`src/rtl/basys_pkg.sv`:
```
`default_nettype none
// +----------------------------------------------------------------------------+
// | basys_pkg                                                                  |
// | Shared button indices, display source encodings and hex segment table.     |
// | Revision: 1.0                                                              |
// +----------------------------------------------------------------------------+
package basys_pkg;

  localparam int BTN_U = 0;
  localparam int BTN_L = 1;
  localparam int BTN_R = 2;
  localparam int BTN_D = 3;

  typedef enum logic [1:0] {
    SRC_EVT    = 2'b00,
    SRC_SW     = 2'b01,
    SRC_CYC_HI = 2'b10,
    SRC_CYC_LO = 2'b11
  } src_sel_e;

  // Active-low gfedcba patterns, entry 0 in the least significant slot.
  localparam logic [15:0][6:0] HEX_SEG = {
    7'h0E, 7'h06, 7'h21, 7'h46, 7'h03, 7'h08, 7'h10, 7'h00,
    7'h78, 7'h02, 7'h12, 7'h19, 7'h30, 7'h24, 7'h79, 7'h40
  };

  function automatic logic [6:0] hex_to_seg(input logic [3:0] nibble);
    return HEX_SEG[nibble];
  endfunction

endpackage
`default_nettype wire

```
`src/rtl/seg7_mux.sv`:
```
`default_nettype none
// +----------------------------------------------------------------------------+
// | seg7_mux                                                                   |
// | Multiplexed 4-digit hex driver with registered segment/anode/dp outputs.   |
// | Revision: 1.0                                                              |
// +----------------------------------------------------------------------------+
module seg7_mux #(
  parameter int REFRESH_BITS = 17
) (
  input  logic        i_clk,
  input  logic        i_rstn,
  input  logic [15:0] i_value,
  input  logic        i_hold,
  output logic [6:0]  o_seg,
  output logic        o_dp,
  output logic [3:0]  o_an
);
  import basys_pkg::*;

  logic [REFRESH_BITS-1:0] r_refresh;
  logic [6:0]              r_seg;
  logic                    r_dp;
  logic [3:0]              r_an;
  logic [1:0]              w_digit;
  logic [3:0]              w_nibble;

  assign w_digit  = r_refresh[REFRESH_BITS-1 -: 2];
  assign w_nibble = i_value[{w_digit, 2'b00} +: 4];

  always_ff @(posedge i_clk or negedge i_rstn) begin
    if (!i_rstn) begin
      r_refresh <= '0;
      r_seg     <= 7'h7F;
      r_dp      <= 1'b1;
      r_an      <= 4'hF;
    end else begin
      r_refresh <= r_refresh + 1'b1;
      r_an      <= ~(4'b0001 << w_digit);
      r_seg     <= hex_to_seg(w_nibble);
      // Lit decimal point on the rightmost digit flags a frozen display.
      r_dp      <= !((w_digit == 2'd0) && i_hold);
    end
  end

  assign o_seg = r_seg;
  assign o_dp  = r_dp;
  assign o_an  = r_an;

endmodule
`default_nettype wire

```
`src/rtl/basys_top.sv`:
```
`default_nettype none
// +----------------------------------------------------------------------------+
// | basys_top                                                                  |
// | Basys3 board top: reset sync, cycle/event counters, LEDs, 7-seg display.   |
// | Optional macro BASYS_DEBOUNCE_EN enables the button debounce counters.     |
// | Revision: 1.0                                                              |
// +----------------------------------------------------------------------------+
module basys_top #(
  parameter int DEBOUNCE_CYCLES = 1000000,
  parameter int REFRESH_BITS    = 17,
  parameter int HEARTBEAT_BIT   = 26
) (
  input  logic        i_clk,
  input  logic        i_rstn,
  input  logic [15:0] i_sw,
  input  logic [3:0]  i_btn,
  output logic [15:0] o_led,
  output logic [6:0]  o_seg,
  output logic        o_dp,
  output logic [3:0]  o_an
);
  import basys_pkg::*;

  if (DEBOUNCE_CYCLES < 1) begin : g_cfg_check
    $error("DEBOUNCE_CYCLES must be at least 1");
  end

  logic [1:0]  r_rst_sync;
  logic        w_rstn;
  logic [15:0] r_sw_meta, r_sw_s;
  logic [3:0]  r_btn_meta, r_btn_s;
  logic [3:0]  w_btn_db, r_btn_db_d, w_btn_pulse;
  logic [31:0] r_cycle;
  logic [15:0] r_evt, r_hold_val, r_led;
  logic        r_hold;
  logic [15:0] w_src, w_disp;

  // Assertion is immediate; release waits two clock edges.
  always_ff @(posedge i_clk or negedge i_rstn) begin
    if (!i_rstn) r_rst_sync <= '0;
    else         r_rst_sync <= {r_rst_sync[0], 1'b1};
  end
  assign w_rstn = r_rst_sync[1];

  always_ff @(posedge i_clk or negedge w_rstn) begin
    if (!w_rstn) begin
      r_sw_meta  <= '0;
      r_sw_s     <= '0;
      r_btn_meta <= '0;
      r_btn_s    <= '0;
    end else begin
      r_sw_meta  <= i_sw;
      r_sw_s     <= r_sw_meta;
      r_btn_meta <= i_btn;
      r_btn_s    <= r_btn_meta;
    end
  end

`ifdef BASYS_DEBOUNCE_EN
  localparam int DB_W = $clog2(DEBOUNCE_CYCLES + 1);
  for (genvar gi = 0; gi < 4; gi++) begin : g_debounce
    logic [DB_W-1:0] r_cnt;
    logic            r_level;
    always_ff @(posedge i_clk or negedge w_rstn) begin
      if (!w_rstn) begin
        r_cnt   <= '0;
        r_level <= 1'b0;
      end else if (r_btn_s[gi] == r_level) begin
        r_cnt <= '0;
      end else if (r_cnt == DB_W'(DEBOUNCE_CYCLES - 1)) begin
        r_level <= r_btn_s[gi];
        r_cnt   <= '0;
      end else begin
        r_cnt <= r_cnt + 1'b1;
      end
    end
    assign w_btn_db[gi] = r_level;
  end
`else
  assign w_btn_db = r_btn_s;
`endif

  always_ff @(posedge i_clk or negedge w_rstn) begin
    if (!w_rstn) r_btn_db_d <= '0;
    else         r_btn_db_d <= w_btn_db;
  end
  assign w_btn_pulse = w_btn_db & ~r_btn_db_d;

  always_comb begin
    w_src = r_evt;
    case (src_sel_e'(r_sw_s[15:14]))
      SRC_EVT:    w_src = r_evt;
      SRC_SW:     w_src = {2'b00, r_sw_s[13:0]};
      SRC_CYC_HI: w_src = r_cycle[31:16];
      SRC_CYC_LO: w_src = r_cycle[15:0];
      default:    w_src = r_evt;
    endcase
  end
  assign w_disp = r_hold ? r_hold_val : w_src;

  always_ff @(posedge i_clk or negedge w_rstn) begin
    if (!w_rstn) begin
      r_cycle    <= '0;
      r_evt      <= '0;
      r_hold     <= 1'b0;
      r_hold_val <= '0;
      r_led      <= '0;
    end else begin
      r_cycle <= r_cycle + 32'd1;
      // Clear wins; simultaneous up and down cancel.
      if (w_btn_pulse[BTN_L])
        r_evt <= '0;
      else if (w_btn_pulse[BTN_U] && !w_btn_pulse[BTN_D])
        r_evt <= r_evt + 16'd1;
      else if (w_btn_pulse[BTN_D] && !w_btn_pulse[BTN_U])
        r_evt <= r_evt - 16'd1;
      if (w_btn_pulse[BTN_R]) begin
        r_hold <= !r_hold;
        if (!r_hold) r_hold_val <= w_src;
      end
      r_led <= {r_cycle[HEARTBEAT_BIT], r_hold, r_sw_s[13:0]};
    end
  end

  assign o_led = r_led;

  seg7_mux #(
    .REFRESH_BITS(REFRESH_BITS)
  ) u_seg7_mux (
    .i_clk  (i_clk),
    .i_rstn (w_rstn),
    .i_value(w_disp),
    .i_hold (r_hold),
    .o_seg  (o_seg),
    .o_dp   (o_dp),
    .o_an   (o_an)
  );

endmodule
`default_nettype wire

```
`config.mk`:
```
export PLATFORM = sky130hd
export DESIGN_NAME = basys_top
export DESIGN_NICKNAME = d
export VERILOG_FILES = /design/src/rtl/basys_pkg.sv /design/src/rtl/seg7_mux.sv /design/src/rtl/basys_top.sv
export SDC_FILE = /design/constraint.sdc
export NUM_CORES = 1
export LEC_CHECK = 0
export BUFFER_PORTS_ARGS = -buffer_cell sky130_fd_sc_hd__buf_2
export CAP_MARGIN = 20
export CORE_ASPECT_RATIO = 1.75
export CORE_MARGIN = 1.5
export CORE_UTILIZATION = 45
export CTS_CLUSTER_SIZE = 10
export DETAILED_ROUTE_END_ITERATION = 8
export MAX_ROUTING_LAYER = met4
export PLACE_DENSITY = 0.6
export SYNTH_ARGS = -nofsm -noshare
export SYNTH_HDL_FRONTEND = slang
export SYNTH_SLANG_ARGS = --single-unit
```
`constraint.sdc`:
```
create_clock -name i_clk -period 10.11 [get_ports i_clk]
set_input_delay 1.011 -clock i_clk [delete_from_list [all_inputs] [get_ports i_clk]]
set_output_delay 1.011 -clock i_clk [all_outputs]
set_load 0.03 [all_outputs]
```
==> flow_summary.json, run 1 <==
{
  "start_util": 0.461,
  "dp.cells": 818,
  "setup_viol": 0,
  "via_per_inst": 5.45,
  "syn-num-nets": 647,
  "final-max-slew-violation-count": 0,
  "fmax_mhz": 304,
  "synth.avg_cell_area_sq_um": 11.9,
  "synthFlopType": "dfrtp_1",
  "routed_wl_mm": 14.9,
  "io_buffers": 49,
  "core_sq_mm": 0.0155,
  "fp.dieArea_sq_mm": 0.0166,
  "cap_violations": 0,
  "cts-htree-levels": 4,
  "grt_pass1_vias": 4868,
  "n_antenna_cell": 0,
  "holdWs_ps": 348,
  "synth_cells": 601,
  "fp.dieH_microns": 169,
  "cts_sinks": 156,
  "ys_types": 68,
  "grt_pass1_wl_mm": 24.7,
  "firstDrtPassIters": 4,
  "tritoncts": "done",
  "drt_iter0_drc": 246,
  "status": "complete, no violations",
  "register_area_sq_mm": 0.00392,
  "fin_setup_tns_ps": 0,
  "ctsResizeCount": 0,
  "seq_area_frac_synth": 0.550,
  "cp-startpoint": "r_btn_s[3]",
  "rr_startpoint": "r_btn_s[3]",
  "relSlewSlack": 0.376,
  "grtUsageTotal": 0.198,
  "clockBufferDepth": 2,
  "num_vias": 4647,
  "nFillCells": 1375,
  "grt_max_degree": 83,
  "synth_area_sq_mm": 0.00712,
  "ir_worst_vdd_v": 0.000105,
  "grt_overflow": 0,
  "hold_viol_final": 0,
  "wl_per_cell_microns": 17.5,
  "synth-async-reset-ratio": 1.00,
  "final.period_utilization": 0.325,
  "p_per_area_mw_per_mm2": 251,
  "critPathLaunchType": "flip-flop",
  "clock_skew_ps": 10.9,
  "cts_setup_buffers": 0,
  "fin_cells": 852,
  "num_rows": 60,
  "worst_skew_pair.late_latency_ps": 420,
  "min_from": "r_sw_meta[0]",
  "multi_input_area_sq_mm": 0.00301,
  "antenna_left": 0,
  "final_cell_mix": "dfrtp_1 (143), nand2_1 (53), buf_2 (49)",
  "period_minus_slack_ps": 3290,
  "drc": 0,
  "place.detailed.hpwl_mm": 10.8,
  "worst_ep_required_time_ps": 10400,
  "rsz0062_at_grt": "no",
  "ys_seq_elements": 156,
  "area_growth_pct": 13.7,
  "layout_commonest_cell": "dfrtp_1",
  "root_buffer": "clkbuf_16",
  "ios": 50,
  "end_kind": "flip-flop",
  "critPathArrivalTime_ps": 3580,
  "final_nets": 699,
  "worstMarginPinSlew_ps": 936,
  "antenna_found_initial": 0,
  "drive_gt1_frac": 0.188,
  "clkTransAtPathRegs_ps": 60,
  "yosysWarnings": 0,
  "globalplace.congestion": 0.849,
  "dieWidth_microns": 98.1,
  "hold_class": "reg -> reg",
  "critPathMaxFanout": 21,
  "postCtsHoldBufs": 0,
  "cts_buffers": 17,
  "synth-edff-count": 0,
  "p_leak_nw": 3.73,
  "path_class": "reg -> reg"
}
## logic make-up after synthesis
logic type               count (synthesis)  synth area share
AO/OA/AOI/OAI                           98            0.0956
XOR/XNOR                                56            0.0689
adder cells (fa/ha/maj)                 24            0.0432
buffers and inverters                   37            0.0272
flip-flops                             156             0.550
multiplexers                            48            0.0852
other                                    1          0.000526
AND/OR/NAND/NOR                        181             0.129
## layer usage
layer	track usage	vias up	routed length, microns
met4	0.0739	0	335
met5	-	-	0
met2	0.352	83	8370
li1	-	2227	-
met3	0.0346	26	309
met1	0.219	2311	5880
## report_power, final
group / switching (mW) / internal [mW]
Clock: 0.263 / 0.318
Sequential: 0.0695 / 0.724
Combinational: 0.380 / 0.275
Total: 0.712 / 1.32
## final timing paths
kind                                      endpoint  slack, ps  depth (start not counted)
min in group asynchronous            r_rst_sync[1]        370                          1
worst max register to register           r_evt[13]       6820                          9
worst min-delay path                     r_sw_s[0]        350                          0
max in group asynchronous       u_seg7_mux.o_an[3]       8470                          2
worst min register to register           r_sw_s[0]        350                          0
worst max-delay path                     r_evt[13]       6820                          9
## sequential cells by signal, indices dropped and copies added (netlist names), 2 cells and up
| register | flops |
|---|---|
| r_cycle | 32 |
| u_seg7_mux.r_refresh | 17 |
| o_led | 16 |
| r_evt | 16 |
| r_hold_val | 16 |
| r_sw_meta | 16 |
| r_sw_s | 16 |
| u_seg7_mux.o_seg | 7 |
| r_btn_db_d | 4 |
| r_btn_meta | 4 |
| r_btn_s | 4 |
| u_seg7_mux.o_an | 4 |
| r_rst_sync | 2 |
## worst max-delay path: stages, from the launching register on
cell,delay [ps]
dfrtp_1,380
nand2b_1,90
nand3_1,670
ha_1,640
a21o_1,170
a21oi_1,300
nand4b_1,230
a311oi_1,390
o211ai_1,140
nor3b_1,150
## stage by stage
step	area [sq um]	util	setup WS [ps]	power [mW]
6_report	8100	0.524	6820	2.03
4_1_cts	8040	0.520	6880	2.04
3_3_place_gp	7500	0.485	6930	1.44
2_1_floorplan	7120	-	5460	1.30
5_1_grt	8100	0.524	6660	2.16
3_5_place_dp	7500	0.485	6870	1.45
## cells in the mapped netlist (13+ instances only)
cell type / number / area (sq um)
mux2i_1: 22 / 220
ha_1: 23 / 288
nor2_1: 33 / 124
xnor2_1: 40 / 350
xor2_1: 16 / 140
nand2_1: 53 / 199
a21oi_1: 17 / 85.1
o21ai_0: 13 / 65.1
dfrtp_1: 144 / 3600
and3_1: 17 / 106
inv_1: 14 / 52.6
nand3_1: 27 / 135
## layout make-up
type | count | area share
clock buffer | 19 | 0.0535
clock inverter | 13 | 0.0133
inverter | 14 | 0.00649
multi-input combinational | 408 | 0.372
sequential | 156 | 0.484
tap | 186 | 0.0287
timing repair buffer | 56 | 0.0417
Power figures use the tool's default switching activity.
==> inputs of run 2 (changes only) <==
--- a/config.mk
+++ b/config.mk
@@ -13,7 +13,7 @@
 export CTS_CLUSTER_SIZE = 10
 export DETAILED_ROUTE_END_ITERATION = 8
 export MAX_ROUTING_LAYER = met4
-export PLACE_DENSITY = 0.6
+export PLACE_DENSITY = 0.63
 export SYNTH_ARGS = -nofsm -noshare
 export SYNTH_HDL_FRONTEND = slang
 export SYNTH_SLANG_ARGS = --single-unit
==> constraint.sdc (replaced) <==
create_clock -name i_clk -period 2.7 [get_ports i_clk]
set_input_delay 0.27 -clock i_clk [delete_from_list [all_inputs] [get_ports i_clk]]
set_output_delay 0.27 -clock i_clk [all_outputs]
set_load 0.03 [all_outputs]
==> flow_summary.json, run 2 (same netlist as run 1, synthesis figures left out) <==
{
  "final_cell_mix": "dfrtp_1 (142), nand2_1 (53), buf_2 (49)",
  "n_antenna_cell": 0,
  "cp-startpoint": "r_hold",
  "num_rows": 60,
  "cts-htree-levels": 4,
  "period_minus_slack_ps": 2610,
  "clock_skew_ps": 10.8,
  "core_sq_mm": 0.0155,
  "relSlewSlack": 0.541,
  "hold_class": "in -> async",
  "clkTransAtPathRegs_ps": 60,
  "grtUsageTotal": 0.209,
  "status": "complete, no violations",
  "critPathArrivalTime_ps": 2950,
  "fp.dieArea_sq_mm": 0.0166,
  "grt_max_degree": 70,
  "start_util": 0.461,
  "register_area_sq_mm": 0.00392,
  "firstDrtPassIters": 4,
  "antenna_found_initial": 0,
  "drt_iter0_drc": 280,
  "hold_viol_final": 0,
  "top_register": "r_cycle",
  "area_growth_pct": 19.1,
  "ios": 50,
  "cap_violations": 0,
  "largest_reg_flops": 32,
  "end_kind": "flip-flop",
  "num_vias": 4879,
  "dieWidth_microns": 98.1,
  "p_per_area_mw_per_mm2": 919,
  "power_mw": 7.80,
  "critPathLaunchType": "flip-flop",
  "cts_buffers": 17,
  "wl_per_cell_microns": 17.6,
  "globalplace.congestion": 0.922,
  "path_class": "reg -> reg",
  "p_leak_nw": 3.92,
  "routed_wl_mm": 15.7,
  "clockBufferDepth": 2,
  "cts_sinks": 156,
  "rsz0062_at_grt": "no",
  "r2r_setup_slack_ps": 90,
  "worst_ep_required_time_ps": 3040,
  "via_per_inst": 5.46,
  "ir_worst_vdd_v": 0.000473,
  "tritoncts": "done",
  "nFillCells": 1322,
  "grt_pass1_vias": 5183,
  "holdWs_ps": 159,
  "antenna_left": 0,
  "worst_skew_pair.late_latency_ps": 420,
  "fin_setup_tns_ps": 0,
  "grt_pass1_wl_mm": 26.2,
  "place.detailed.hpwl_mm": 11.7,
  "reg_top3": "r_cycle (32), u_seg7_mux.r_refresh (17)",
  "final-max-slew-violation-count": 0,
  "final_nets": 740,
  "critPathMaxFanout": 13,
  "drc": 0,
  "fmax_mhz": 384,
  "setup_viol": 0,
  "root_buffer": "clkbuf_16",
  "multi_input_area_sq_mm": 0.00303,
  "fp.dieH_microns": 169,
  "rr_worst_depth": 8,
  "rr_startpoint": "r_hold",
  "worstMarginPinSlew_ps": 688,
  "drive_gt1_frac": 0.208,
  "io_buffers": 49,
  "final.period_utilization": 0.965,
  "layout_commonest_cell": "dfrtp_1",
  "grt_overflow": 0
}
[run 2: report_power, final]
part | internal, mW | leakage, nW | switching (mW)
Clock | 1.29 | 0.249 | 0.931
Sequential | 2.71 | 1.93 | 0.287
Combinational | 1.15 | 1.74 | 1.43
[run 2: final timing paths]
kind / end
setup / recovery: u_seg7_mux.o_seg[4]
hold / removal: r_rst_sync[1]
setup reg to reg: u_seg7_mux.o_seg[4]
hold reg to reg: r_btn_s[3]
max in group asynchronous: u_seg7_mux.o_an[0]
min in group i_clk: r_sw_s[4]
[run 2: routing by layer]
layer / track usage / vias to the layer above / wire [microns]
met5: - / - / 0
met4: 0.135 / 0 / 869
met3: 0.0383 / 43 / 447
met2: 0.366 / 104 / 8690
met1: 0.211 / 2414 / 5720
li1: - / 2318 / -
[run 2: area by class of cell]
cell class	instances	area share
flip-flops and latches	156	0.462
multi-input cells	408	0.357
well taps	186	0.0274
clock buffers	22	0.0535
clock inverters	10	0.0115
inverters	14	0.00619
repair buffers	97	0.0820
[run 2: critical path, stage by stage, from the launching register on]
cell and delay [ps]:
dfrtp_1 570, or3b_1 550, o22a_1 240, o2111ai_1 190, o31ai_2 170, buf_4 190
ha_1 220, mux2_2 270, o21ai_1 120
[run 2: stage by stage]
step	instance area [sq um]	utilization	setup WS [ps]	cells
floorplan	7130	-	127	601
global placement	7710	0.498	114	840
detailed placement	7710	0.498	57.2	840
CTS	8470	0.548	38.8	893
global route	8490	0.549	16.8	893
finish	8490	0.549	93.8	893
[run 2: timing repair]
item,CTS,global route
gates resized for setup,0,3
endpoints found under the setup margin,0,9
hold buffers,21,0
buffers inserted,0,0
hold endpoints to repair,22,0
==> inputs of run 3 (changes only) <==
==> constraint.sdc (replaced) <==
create_clock -name i_clk -period 2.2 [get_ports i_clk]
set_input_delay 0.22 -clock i_clk [delete_from_list [all_inputs] [get_ports i_clk]]
set_output_delay 0.22 -clock i_clk [all_outputs]
set_load 0.03 [all_outputs]
==> flow_summary.json, run 3 (same netlist as run 1, synthesis figures left out) <==
{
  "status": "finished, violations left",
  "violations": "negative setup slack",
  "p_sw_mw": 3.98,
  "area_growth_pct": 34.9,
  "combPwrFrac": 0.406,
  "critPathMaxFanout": 4,
  "grt_pass1_wl_mm": 28.4,
  "clock_skew_ps": 9.46,
  "grt_max_degree": 58,
  "fmax_mhz": 420,
  "dieWidth_microns": 98.1,
  "fp.dieH_microns": 169,
  "final_cell_mix": "dfrtp_1 (140), buf_4 (79), nand2_1 (53)",
  "hold_class": "in -> async",
  "p_per_area_mw_per_mm2": 1200,
  "reg2reg_to": "u_seg7_mux.o_seg[1]",
  "r2r_setup_slack_ps": -180,
  "via_per_inst": 5.48,
  "rr_startpoint": "r_sw_s[14]",
  "cts_sinks": 156,
  "holdWs_ps": 96.2,
  "final_nets": 811,
  "path_class": "reg -> reg",
  "final-max-slew-violation-count": 0,
  "root_buffer": "clkbuf_16",
  "ios": 50,
  "worstMarginPinSlew_ps": 527,
  "io_buffers": 49,
  "drc": 0,
  "drive_gt1_frac": 0.362,
  "hold_viol_final": 0,
  "cap_violations": 0,
  "tritoncts": "done",
  "globalplace.congestion": 0.904,
  "clockBufferDepth": 2,
  "antenna_left": 0,
  "n_antenna_cell": 0,
  "largest_reg_flops": 32,
  "pre_cts_ws_ps": -348,
  "p_int_mw": 7.57,
  "nFillCells": 1184,
  "worst_ep_required_time_ps": 2550,
  "p_leak_nw": 4.39,
  "wl_per_cell_microns": 18.9,
  "cts-htree-levels": 4,
  "critPathArrivalTime_ps": 2730,
  "clkPwrFrac": 0.273,
  "cts_buffers": 17,
  "clkTransAtPathRegs_ps": 60,
  "setup_ws_ps": -183,
  "end_kind": "flip-flop",
  "routed_wl_mm": 18.3,
  "worst_skew_pair.late_latency_ps": 430,
  "rr_worst_depth": 9,
  "num_rows": 60,
  "place.detailed.hpwl_mm": 12.7,
  "core_sq_mm": 0.0155,
  "pwr-share-seq": 0.321,
  "firstDrtPassIters": 4,
  "critPathLaunchType": "flip-flop",
  "grt_overflow": 0,
  "period_minus_slack_ps": 2380,
  "grtUsageTotal": 0.229,
  "reg_top3": "r_cycle (32), u_seg7_mux.r_refresh (17)",
  "top_register": "r_cycle",
  "antenna_found_initial": 0,
  "drt_iter0_drc": 170,
  "p_sw_frac": 0.344,
  "grt_pass1_vias": 5540,
  "final.period_utilization": 1.08,
  "num_vias": 5282,
  "power_mw": 11.6,
  "rsz0062_at_grt": "yes",
  "layout_commonest_cell": "dfrtp_1",
  "setup_viol": 15,
  "fp.dieArea_sq_mm": 0.0166,
  "ir_worst_vdd_v": 0.000589,
  "start_util": 0.461,
  "relSlewSlack": 0.648
}
run 3: area by class of cell:
class                      count  area (sq um)  area share
inverter                      14          52.6     0.00547
clock buffer                  18           429      0.0447
timing repair buffer         168          1340       0.139
multi-input combinational    408          3430       0.356
clock inverter                14           206      0.0215
tap                          186           233      0.0242
sequential                   156          3930       0.409
run 3: worst max-delay path by stage:
stage	startpoint	endpoint	slack, ps	cells past startpoint
after floorplan	r_btn_s[3]	r_evt[13]	-80	10
after global placement	r_btn_s[3]	r_evt[13]	-200	10
after detailed placement	r_sw_s[14]	u_seg7_mux.o_seg[2]	-350	9
after CTS	r_btn_db_d[3]	r_evt[13]	-120	11
after global routing	r_btn_s[3]	r_evt[13]	-280	10
final	r_sw_s[14]	u_seg7_mux.o_seg[1]	-180	9
run 3: per-stage QoR:
step,utilization,cells,TNS (ps),instance area [sq um]
global route,0.621,964,-2800,9610
floorplan,-,601,-150,7280
global placement,0.529,887,-1920,8180
detailed placement,0.529,887,-2800,8180
CTS,0.603,950,-599,9320
finish,0.621,964,-1340,9610
run 3: power by group through the flow:
stage               combinational [mW]  sequential, mW  clock [mW]
global route                      5.08            3.74        3.33
finish                            4.69            3.71        3.15
global placement                  3.70            3.71           0
detailed placement                3.79            3.73           0
CTS                               4.24            3.69        3.21
floorplan                         2.37            3.80           0
run 3: routing by layer:
| layer | share of wire | track usage | routed length, microns |
|---|---|---|---|
| met1 | 0.37 | 0.232 | 6840 |
| met2 | 0.56 | 0.417 | 10300 |
| met3 | 0.024 | 0.0375 | 429 |
| met4 | 0.039 | 0.118 | 703 |
| met5 | 0 | - | 0 |
run 3: what timing repair did:
item	in CTS	in global routing
gates resized for setup	47	25
setup endpoints to repair	15	17
hold buffers	21	0
pin swaps	23	29
hold endpoints to repair	22	0
setup buffers	11	13
gates cloned	0	2
run 3: worst max-delay path, stage by stage (launching register included):
cell and delay (ps):
dfrtp_2 430, buf_6 140, mux4_2 520, mux2i_2 210, a211oi_2 120, a21oi_2 210
ha_2 320, inv_2 70, nor3_2 40, a211o_1 240
